[config.mk]
export PLATFORM = sky130hd
export DESIGN_NAME = mem_req_arbiter
export DESIGN_NICKNAME = d
export VERILOG_FILES = /design/src/rtl/mem_req_arbiter.sv
export SDC_FILE = /design/constraint.sdc
export NUM_CORES = 1
export LEC_CHECK = 0
export ABC_AREA = 1
export BUFFER_PORTS_ARGS = -buffer_cell sky130_fd_sc_hd__buf_2
export CORE_UTILIZATION = 50
export DETAILED_ROUTE_END_ITERATION = 12
export GPL_ROUTABILITY_DRIVEN = 0
export GPL_TIMING_DRIVEN = 0
export PLACE_DENSITY = 0.85
export SLEW_MARGIN = 40
export SYNTH_ARGS = -nofsm -noshare
export SYNTH_HDL_FRONTEND = slang
export SYNTH_SLANG_ARGS = --single-unit
[constraint.sdc]
create_clock -name clk -period 1.9 [get_ports clk]
set_input_delay 0.38 -clock clk [delete_from_list [all_inputs] [get_ports clk]]
set_output_delay 0.38 -clock clk [all_outputs]
set_load 0.03 [all_outputs]
[src/rtl/mem_req_arbiter.sv]
// mem_req_arbiter
//   Round-robin arbiter that shares the single memory request port among
//   NUM_REQ requesters (decoder at index 0, then edge PEs and vertex units).
//   A requester holds req, receives a one-cycle grant pulse and drives its
//   packet with pkt_valid_in in that same cycle. The packet goes out to
//   memory one cycle later and the port is then held for BUSY_CYCLES cycles.
//   The arbiter also tracks per-requester wait time and raises sticky
//   starvation flags.
//
// Ports
//   clk          clock
//   reset        synchronous, active-high reset
//   req          request level per requester
//   pkt_in       packets, requester i at bits [i*PKT_W +: PKT_W]
//   pkt_valid_in packet valid per requester (only the winner's bit is used)
//   mem_ready    memory can accept a new transaction
//   grant        one-hot grant pulse
//   mem_pkt      packet to memory (holds its last value when mem_valid=0)
//   mem_valid    mem_pkt valid
//   busy         arbiter is in GRANT, ISSUE or HOLD
//   last_winner  index of the most recent grant
//   proto_err    pulse: the granted requester supplied no valid packet
//   starve_err   sticky starvation flags, cleared only by reset
module mem_req_arbiter #(
    parameter int NUM_REQ     = 4,
    parameter int PKT_W       = 32,
    parameter int BUSY_CYCLES = 2,
    parameter int MAX_WAIT    = 64
) (
    input  logic                       clk,
    input  logic                       reset,
    input  logic [NUM_REQ-1:0]         req,
    input  logic [NUM_REQ*PKT_W-1:0]   pkt_in,
    input  logic [NUM_REQ-1:0]         pkt_valid_in,
    input  logic                       mem_ready,
    output logic [NUM_REQ-1:0]         grant,
    output logic [PKT_W-1:0]           mem_pkt,
    output logic                       mem_valid,
    output logic                       busy,
    output logic [$clog2(NUM_REQ)-1:0] last_winner,
    output logic                       proto_err,
    output logic [NUM_REQ-1:0]         starve_err
);

    localparam int IDX_W = $clog2(NUM_REQ);

    typedef enum logic [1:0] {
        IDLE  = 2'd0,
        GRANT = 2'd1,
        ISSUE = 2'd2,
        HOLD  = 2'd3
    } state_t;

    state_t           state;
    logic [IDX_W-1:0] rr_ptr;
    logic [IDX_W-1:0] winner;
    logic [3:0]       hold_cnt;
    logic [7:0]       wait_cnt [NUM_REQ];

    // First set request scanning upward from ptr+1 with wrap-around.
    function automatic logic [IDX_W-1:0] pick_winner(input logic [NUM_REQ-1:0] r,
                                                     input logic [IDX_W-1:0]   p);
        logic [IDX_W-1:0] w;
        logic             found;
        int               idx;
        w     = p;
        found = 1'b0;
        for (int k = 1; k <= NUM_REQ; k++) begin
            idx = (int'(p) + k) % NUM_REQ;
            if (!found && r[idx]) begin
                w     = IDX_W'(idx);
                found = 1'b1;
            end
        end
        return w;
    endfunction

    // Wait counters stick at 255 instead of wrapping.
    function automatic logic [7:0] sat_inc(input logic [7:0] v);
        return (v == 8'hFF) ? v : v + 8'd1;
    endfunction

    assign winner = pick_winner(req, rr_ptr);

    // Control FSM: all outputs registered. rr_ptr holds the current winner
    // while in GRANT, so it also selects which packet/valid to sample.
    always_ff @(posedge clk) begin
        if (reset) begin
            state       <= IDLE;
            grant       <= '0;
            mem_valid   <= 1'b0;
            mem_pkt     <= '0;
            busy        <= 1'b0;
            proto_err   <= 1'b0;
            rr_ptr      <= IDX_W'(NUM_REQ - 1);
            last_winner <= '0;
            hold_cnt    <= '0;
        end else begin
            grant     <= '0;
            mem_valid <= 1'b0;
            proto_err <= 1'b0;
            case (state)
                IDLE: begin
                    if (|req && mem_ready) begin
                        grant       <= NUM_REQ'(1) << winner;
                        rr_ptr      <= winner;
                        last_winner <= winner;
                        busy        <= 1'b1;
                        state       <= GRANT;
                    end
                end
                GRANT: begin
                    if (pkt_valid_in[rr_ptr]) begin
                        mem_pkt   <= pkt_in[int'(rr_ptr)*PKT_W +: PKT_W];
                        mem_valid <= 1'b1;
                        state     <= ISSUE;
                    end else begin
                        proto_err <= 1'b1;
                        busy      <= 1'b0;
                        state     <= IDLE;
                    end
                end
                ISSUE: begin
                    // ISSUE itself is the first occupancy cycle, so HOLD
                    // covers the remaining BUSY_CYCLES-1.
                    hold_cnt <= 4'(BUSY_CYCLES - 1);
                    if (BUSY_CYCLES == 1) begin
                        busy  <= 1'b0;
                        state <= IDLE;
                    end else begin
                        state <= HOLD;
                    end
                end
                HOLD: begin
                    hold_cnt <= hold_cnt - 4'd1;
                    // Leave as the count expires so the next grant lands
                    // BUSY_CYCLES+2 cycles after the previous one.
                    if (hold_cnt <= 4'd1) begin
                        busy  <= 1'b0;
                        state <= IDLE;
                    end
                end
                default: begin
                    busy  <= 1'b0;
                    state <= IDLE;
                end
            endcase
        end
    end

    // Starvation tracking, based on the registered grant pulse.
    always_ff @(posedge clk) begin
        if (reset) begin
            for (int i = 0; i < NUM_REQ; i++) begin
                wait_cnt[i] <= '0;
            end
            starve_err <= '0;
        end else begin
            for (int i = 0; i < NUM_REQ; i++) begin
                if (req[i] && !grant[i]) begin
                    wait_cnt[i] <= sat_inc(wait_cnt[i]);
                    if (sat_inc(wait_cnt[i]) >= 8'(MAX_WAIT)) begin
                        starve_err[i] <= 1'b1;
                    end
                end else begin
                    wait_cnt[i] <= '0;
                end
            end
        end
    end

endmodule

==> results.cfg, run 1 <==
[yosys]
ys_seq_area_frac = 0.424
synth_flop_cell = dfxtp_1
avgSynthCellArea_sq_um = 7.08
yosysUniqueCellTypes = 33
synth-edff-count = 32
synth_seq_cells = 85
async_flop_share = 0
yosys_warnings = 0
syn_inst = 673
syn-cell-area_sq_um = 4770

[die]
io_pins = 184
core_sq_um = 9240
initial_core_util = 0.516
dieArea_sq_um = 9930
num_rows = 35
dieWidth_microns = 99.6
die_y_microns = 99.6

[setup_path]
crit_path_start = wait_cnt[1][0]$_SDFFCE_PP0P_
critical_path.max_fanout = 6
end_kind = register
arrival_ns = 1.84
r2r-end = wait_cnt[1][0]$_SDFFCE_PP0P_
crit_type = reg -> reg
reg2reg_setup_slack_ns = 0.17
startpoint_type = register
required_ns = 2.01
timing.rr.start = wait_cnt[1][0]$_SDFFCE_PP0P_
r2r_cells = 8

[finish]
fillerInstances = 869
final_cells = 1032
antennaDiodeCount = 0
design_area_sq_um = 6180
drive_above_1_share = 0.254
mostFrequentLayoutCell = buf_2
mostFrequentLayoutCells = buf_2 (197), nor2_1 (177), o21ai_0 (107), nand2_1 (68), dfxtp_1 (53)
syn_to_final_growth_pct = 29.6
nets = 1043

[detailed_routing]
wl_per_cell_microns = 13.0
drt-total-wl_mm = 13.4
first_pass_iters = 7
ant_nets = 0
drtIter0Drc = 249
viasPerCell = 5.14
vias = 5308
drc = 0

[clock_network]
numCtsBuffers = 9
clock-sinks = 85
cts_hold_buf = 0
htreeDepth = 3
post-cts-setup-buffer-count = 0
cts_root_buffer = clkbuf_8
clk_pin_slew_ns = 0.08
tritoncts = built
clkLatencyLatePin_ns = 0.35
cts.path.max_buffers = 2

[placed_design]
placed_area_sq_um = 5960
place_ws_ns = 0.0315
hpwlAfterDp_mm = 10.4
port_buffers = 183
placedCellCount = 1016

[global_route]
grt_overflow_total = 0
grt_pass1_wl_mm = 21.8
grt_antenna_before_repair = 0
grt_max_degree = 14
first_global_vias = 4948
gr-usage-all-layers = 0.278

[run]
max_cap_violations = 0

[sta]
fmax_mhz = 578
drv_slew = 0
tightestPinTransition_ns = 0.639
final.setup_skew_ns = 0.00849
setup_tns_ns = 0
timing.slew.headroom = 0.571
min_period_ns = 1.73
worst_slack_ns = 0.170
setup_violations = 0
hold_viol = 0
period_share = 0.910

[power_and_ir_drop]
max-vdd-ir-drop_v = 0.000427
power.leakage_uw = 0.00295
power_uw = 5280
p_per_area_nw_per_um2 = 854

[worst_hold_path]
hold_path_class = in -> reg
min_from = pkt_valid_in[3]
min_to = proto_err$_SDFF_PP0_
min_path_cells = 4

[outcome]
status = finished, final reports clean
==> area by class of cell <==
type,instances,area (sq um),share of cell area
multi-input combinational,535,2530,0.409
timing repair buffer,183,916,0.148
tap,129,161,0.0261
clock buffer,13,159,0.0257
inverter,48,180,0.0292
clock inverter,3,43.8,0.00709
sequential,85,2020,0.327
buffer,36,168,0.0271
==> through the flow <==
stage,utilization,hold slack [ns]
2_1_floorplan,-,0.457
3_3_place_gp,0.645,0.434
3_5_place_dp,0.645,0.444
4_1_cts,0.667,0.391
5_1_grt,0.669,0.440
6_report,0.669,0.406
==> metal layers <==
| layer | track usage | up-vias | share of wire |
|---|---|---|---|
| met5 | 0 | - | 0 |
| met4 | 0.109 | 0 | 0.018 |
| met3 | 0.0513 | 21 | 0.066 |
| met2 | 0.501 | 198 | 0.50 |
| met1 | 0.328 | 2403 | 0.41 |
| li1 | - | 2686 | - |
==> power breakdown <==
group / total [uW] / internal [uW] / switching [uW]
sequential: 2190 / 2080 / 118
clock: 1320 / 682 / 635
combinational: 1760 / 624 / 1140
total: 5280 / 3380 / 1890
==> synthesized netlist by cell type (12+ instances only) <==
library cell / n / area (sq um)
buf_2: 13 / 65.1
clkbuf_1: 19 / 71.3
nand3_1: 26 / 130
o21ai_1: 12 / 60.1
o21ai_0: 108 / 541
inv_1: 46 / 173
edfxtp_1: 32 / 961
a21oi_1: 21 / 105
o22ai_1: 32 / 200
nor2_1: 179 / 672
nand2_1: 68 / 255
dfxtp_1: 53 / 1060
==> repair_timing <==
| item | 4_1_cts | 5_1_grt |
|---|---|---|
| endpoints found under the setup margin | 0 | 14 |
| endpoints found under the hold margin | 0 | 0 |
| resized for setup | 0 | 8 |
==> how the worst max path moves through the flow <==
stage                              endpoint
3_5_place_dp   wait_cnt[1][0]$_SDFFCE_PP0P_
3_3_place_gp   wait_cnt[2][0]$_SDFFCE_PP0P_
5_1_grt        wait_cnt[1][0]$_SDFFCE_PP0P_
4_1_cts        wait_cnt[1][0]$_SDFFCE_PP0P_
6_report       wait_cnt[1][0]$_SDFFCE_PP0P_
2_1_floorplan  wait_cnt[1][0]$_SDFFCE_PP0P_
==> state kept, by name, indices dropped and copies added, names as in the netlist, named ones only <==
register	flops
rr_ptr	2
starve_err	4
grant	4
last_winner	2
proto_err	1
hold_cnt	4
mem_valid	1
mem_pkt	32
wait_cnt	32
busy	1
state	1
==> kinds of logic after synthesis <==
| family | share of synthesized area |
|---|---|
| simple gates | 0.263 |
| compound gates | 0.203 |
| flops | 0.424 |
| buf+inv | 0.0727 |
| xor+xnor | 0.0202 |
| fa+ha+maj | 0.0158 |
| other cells | 0.000787 |
==> worst max-delay path, stage by stage, from the launching register on <==
cell and delay (ns):
edfxtp_1 0.41, ha_1 0.18, nand2_1 0.08, nor2_1 0.17, nand3_2 0.14, nor2_4 0.16, inv_1 0.10, o21ai_0 0.17
a21oi_1 0.06
(Power assumes the default switching activity.)
==> run 2, diff against run 1 <==
--- a/config.mk
+++ b/config.mk
@@ -7,11 +7,12 @@
 export LEC_CHECK = 0
 export ABC_AREA = 1
 export BUFFER_PORTS_ARGS = -buffer_cell sky130_fd_sc_hd__buf_2
-export CORE_UTILIZATION = 50
+export CORE_UTILIZATION = 35
+export CTS_CLUSTER_SIZE = 24
 export DETAILED_ROUTE_END_ITERATION = 12
 export GPL_ROUTABILITY_DRIVEN = 0
 export GPL_TIMING_DRIVEN = 0
-export PLACE_DENSITY = 0.85
+export PLACE_DENSITY = 0.64
 export SLEW_MARGIN = 40
 export SYNTH_ARGS = -nofsm -noshare
 export SYNTH_HDL_FRONTEND = slang
==> results.cfg, run 2 (synthesis gave the netlist of run 1 again) <==
[outcome]
status = finished, final reports clean

[setup_path]
cp.depth = 9
crit_path_top_delay_cell = edfxtp_1
path_cells = ha_1, nand2_1, inv_1, nand4_1, nor2_4, buf_4, buf_4, nor2_1, a21oi_1
arrival_ns = 1.82
crit_type = reg -> reg
startpoint_type = register
required_ns = 1.99
r2r_cells = 9
crit_family = flip-flops
end_kind = register
critical_path.max_fanout = 4
crit_top_cell = buf_4
max_stage_delay_ns = 0.43
path_buf_inv = 3

[power_and_ir_drop]
power.leakage_uw = 0.00303
p_int_uw = 4030
max-vdd-ir-drop_v = 0.000403
p_per_area_nw_per_um2 = 937
swShare = 0.330
switching_power_uw = 1980
combPwrFrac = 0.300
clockPowerShare = 0.335
sequentialPowerShare = 0.365

[clock_network]
cts.path.max_buffers = 2
cts_hold_buf = 0
cts_root_buffer = clkbuf_16
tritoncts = built
clock-sinks = 85
clkLatencyLatePin_ns = 0.34
clk_pin_slew_ns = 0.06
numCtsBuffers = 9
htreeDepth = 3

[die]
core_sq_um = 13200
initial_core_util = 0.360
dieWidth_microns = 119
io_pins = 184
dieArea_sq_um = 14100
die_y_microns = 119
num_rows = 42

[detailed_routing]
first_pass_iters = 4
viasPerCell = 4.78
wl_per_cell_microns = 13.1
drc = 0
drt-total-wl_mm = 14.2
vias = 5175
drtIter0Drc = 281
ant_nets = 0

[global_route]
grt_antenna_before_repair = 0
grtUsageMet3 = 0.0454
grt.busiest_layer = met2
grt.met2_usage = 0.354
grt_overflow_total = 0
grt_pass1_wl_mm = 23.2
use_met1 = 0.254
grt_max_degree = 14
gr-usage-all-layers = 0.206
first_global_vias = 4982

[worst_hold_path]
min_path_cells = 4
hold_path_class = in -> reg

[sta]
hold_viol = 0
timing.slew.headroom = 0.543
setup_tns_ns = 0
period_share = 0.909
whs_ns = 0.441
setup_violations = 0
fmax_mhz = 579
min_period_ns = 1.73
tightestPinTransition_ns = 0.680
drv_slew = 0
final.setup_skew_ns = 0.00599

[finish]
antennaDiodeCount = 0
mostFrequentLayoutCells = buf_2 (197), nor2_1 (176), o21ai_0 (107), nand2_1 (68), dfxtp_1 (52)
nets = 1047
final_cells = 1083
drive_above_1_share = 0.259
top_regs = mem_pkt x32, wait_cnt x32
mostFrequentLayoutCell = buf_2
syn_to_final_growth_pct = 34.6

[placed_design]
port_buffers = 183
hpwlAfterDp_mm = 11.2
placedCellCount = 1063

[run]
max_cap_violations = 0
-- run 2: worst min-delay path, stage by stage --
cell and delay (ns):
buf_2 0.08, o21ai_1 0.06, o21ai_2 0.12, nor4_1 0.08
-- run 2: layout make-up --
type,instances,area (sq um)
buffer,36,168
clock buffer,12,246
clock inverter,4,95.1
fill,1453,6830
inverter,48,180
multi-input combinational,536,2540
sequential,85,2020
tap,176,220
timing repair buffer,186,938
-- run 2: worst paths after layout --
kind                            slack [ns]                         start                           end
worst max-delay path                  0.17  wait_cnt[0][0]$_SDFFCE_PP0P_  wait_cnt[0][7]$_SDFFCE_PP0P_
worst min-delay path                  0.44               pkt_valid_in[3]          proto_err$_SDFF_PP0_
worst max register to register        0.17  wait_cnt[0][0]$_SDFFCE_PP0P_  wait_cnt[0][7]$_SDFFCE_PP0P_
worst min register to register        0.45    starve_err[3]$_SDFFE_PP0P_    starve_err[3]$_SDFFE_PP0P_
-- run 2: what timing repair did --
action,in CTS,in global routing
pin swaps,1,2
cloned,0,1
gates resized for setup,2,9
setup endpoints to repair,2,12
buffers inserted,0,3
-- run 2: power groups by stage --
stage | clock (uW) | sequential (uW) | combinational (uW)
floorplan | 0 | 2440 | 994
global placement | 0 | 2230 | 1770
detailed placement | 0 | 2230 | 1780
CTS | 2050 | 2190 | 1790
global route | 2120 | 2220 | 2020
finish | 2020 | 2190 | 1800
-- run 2: per-stage QoR --
stage | utilization | total power (uW) | setup slack [ns] | instance area, sq um
5_1_grt | 0.485 | 6360 | -0.00573 | 6420
2_1_floorplan | - | 3430 | 0.294 | 4880
3_5_place_dp | 0.454 | 4010 | -0.0782 | 6020
6_report | 0.485 | 6010 | 0.172 | 6420
3_3_place_gp | 0.454 | 4000 | -0.0683 | 6020
4_1_cts | 0.480 | 6030 | 0.0185 | 6360
-- run 2: routing by layer --
metal / up-vias / wire [microns] / share of wire
met4: 0 / 293 / 0.021
met3: 26 / 826 / 0.058
li1: 2695 / - / -
met1: 2303 / 6260 / 0.44
met5: - / 0 / 0
met2: 151 / 6830 / 0.48
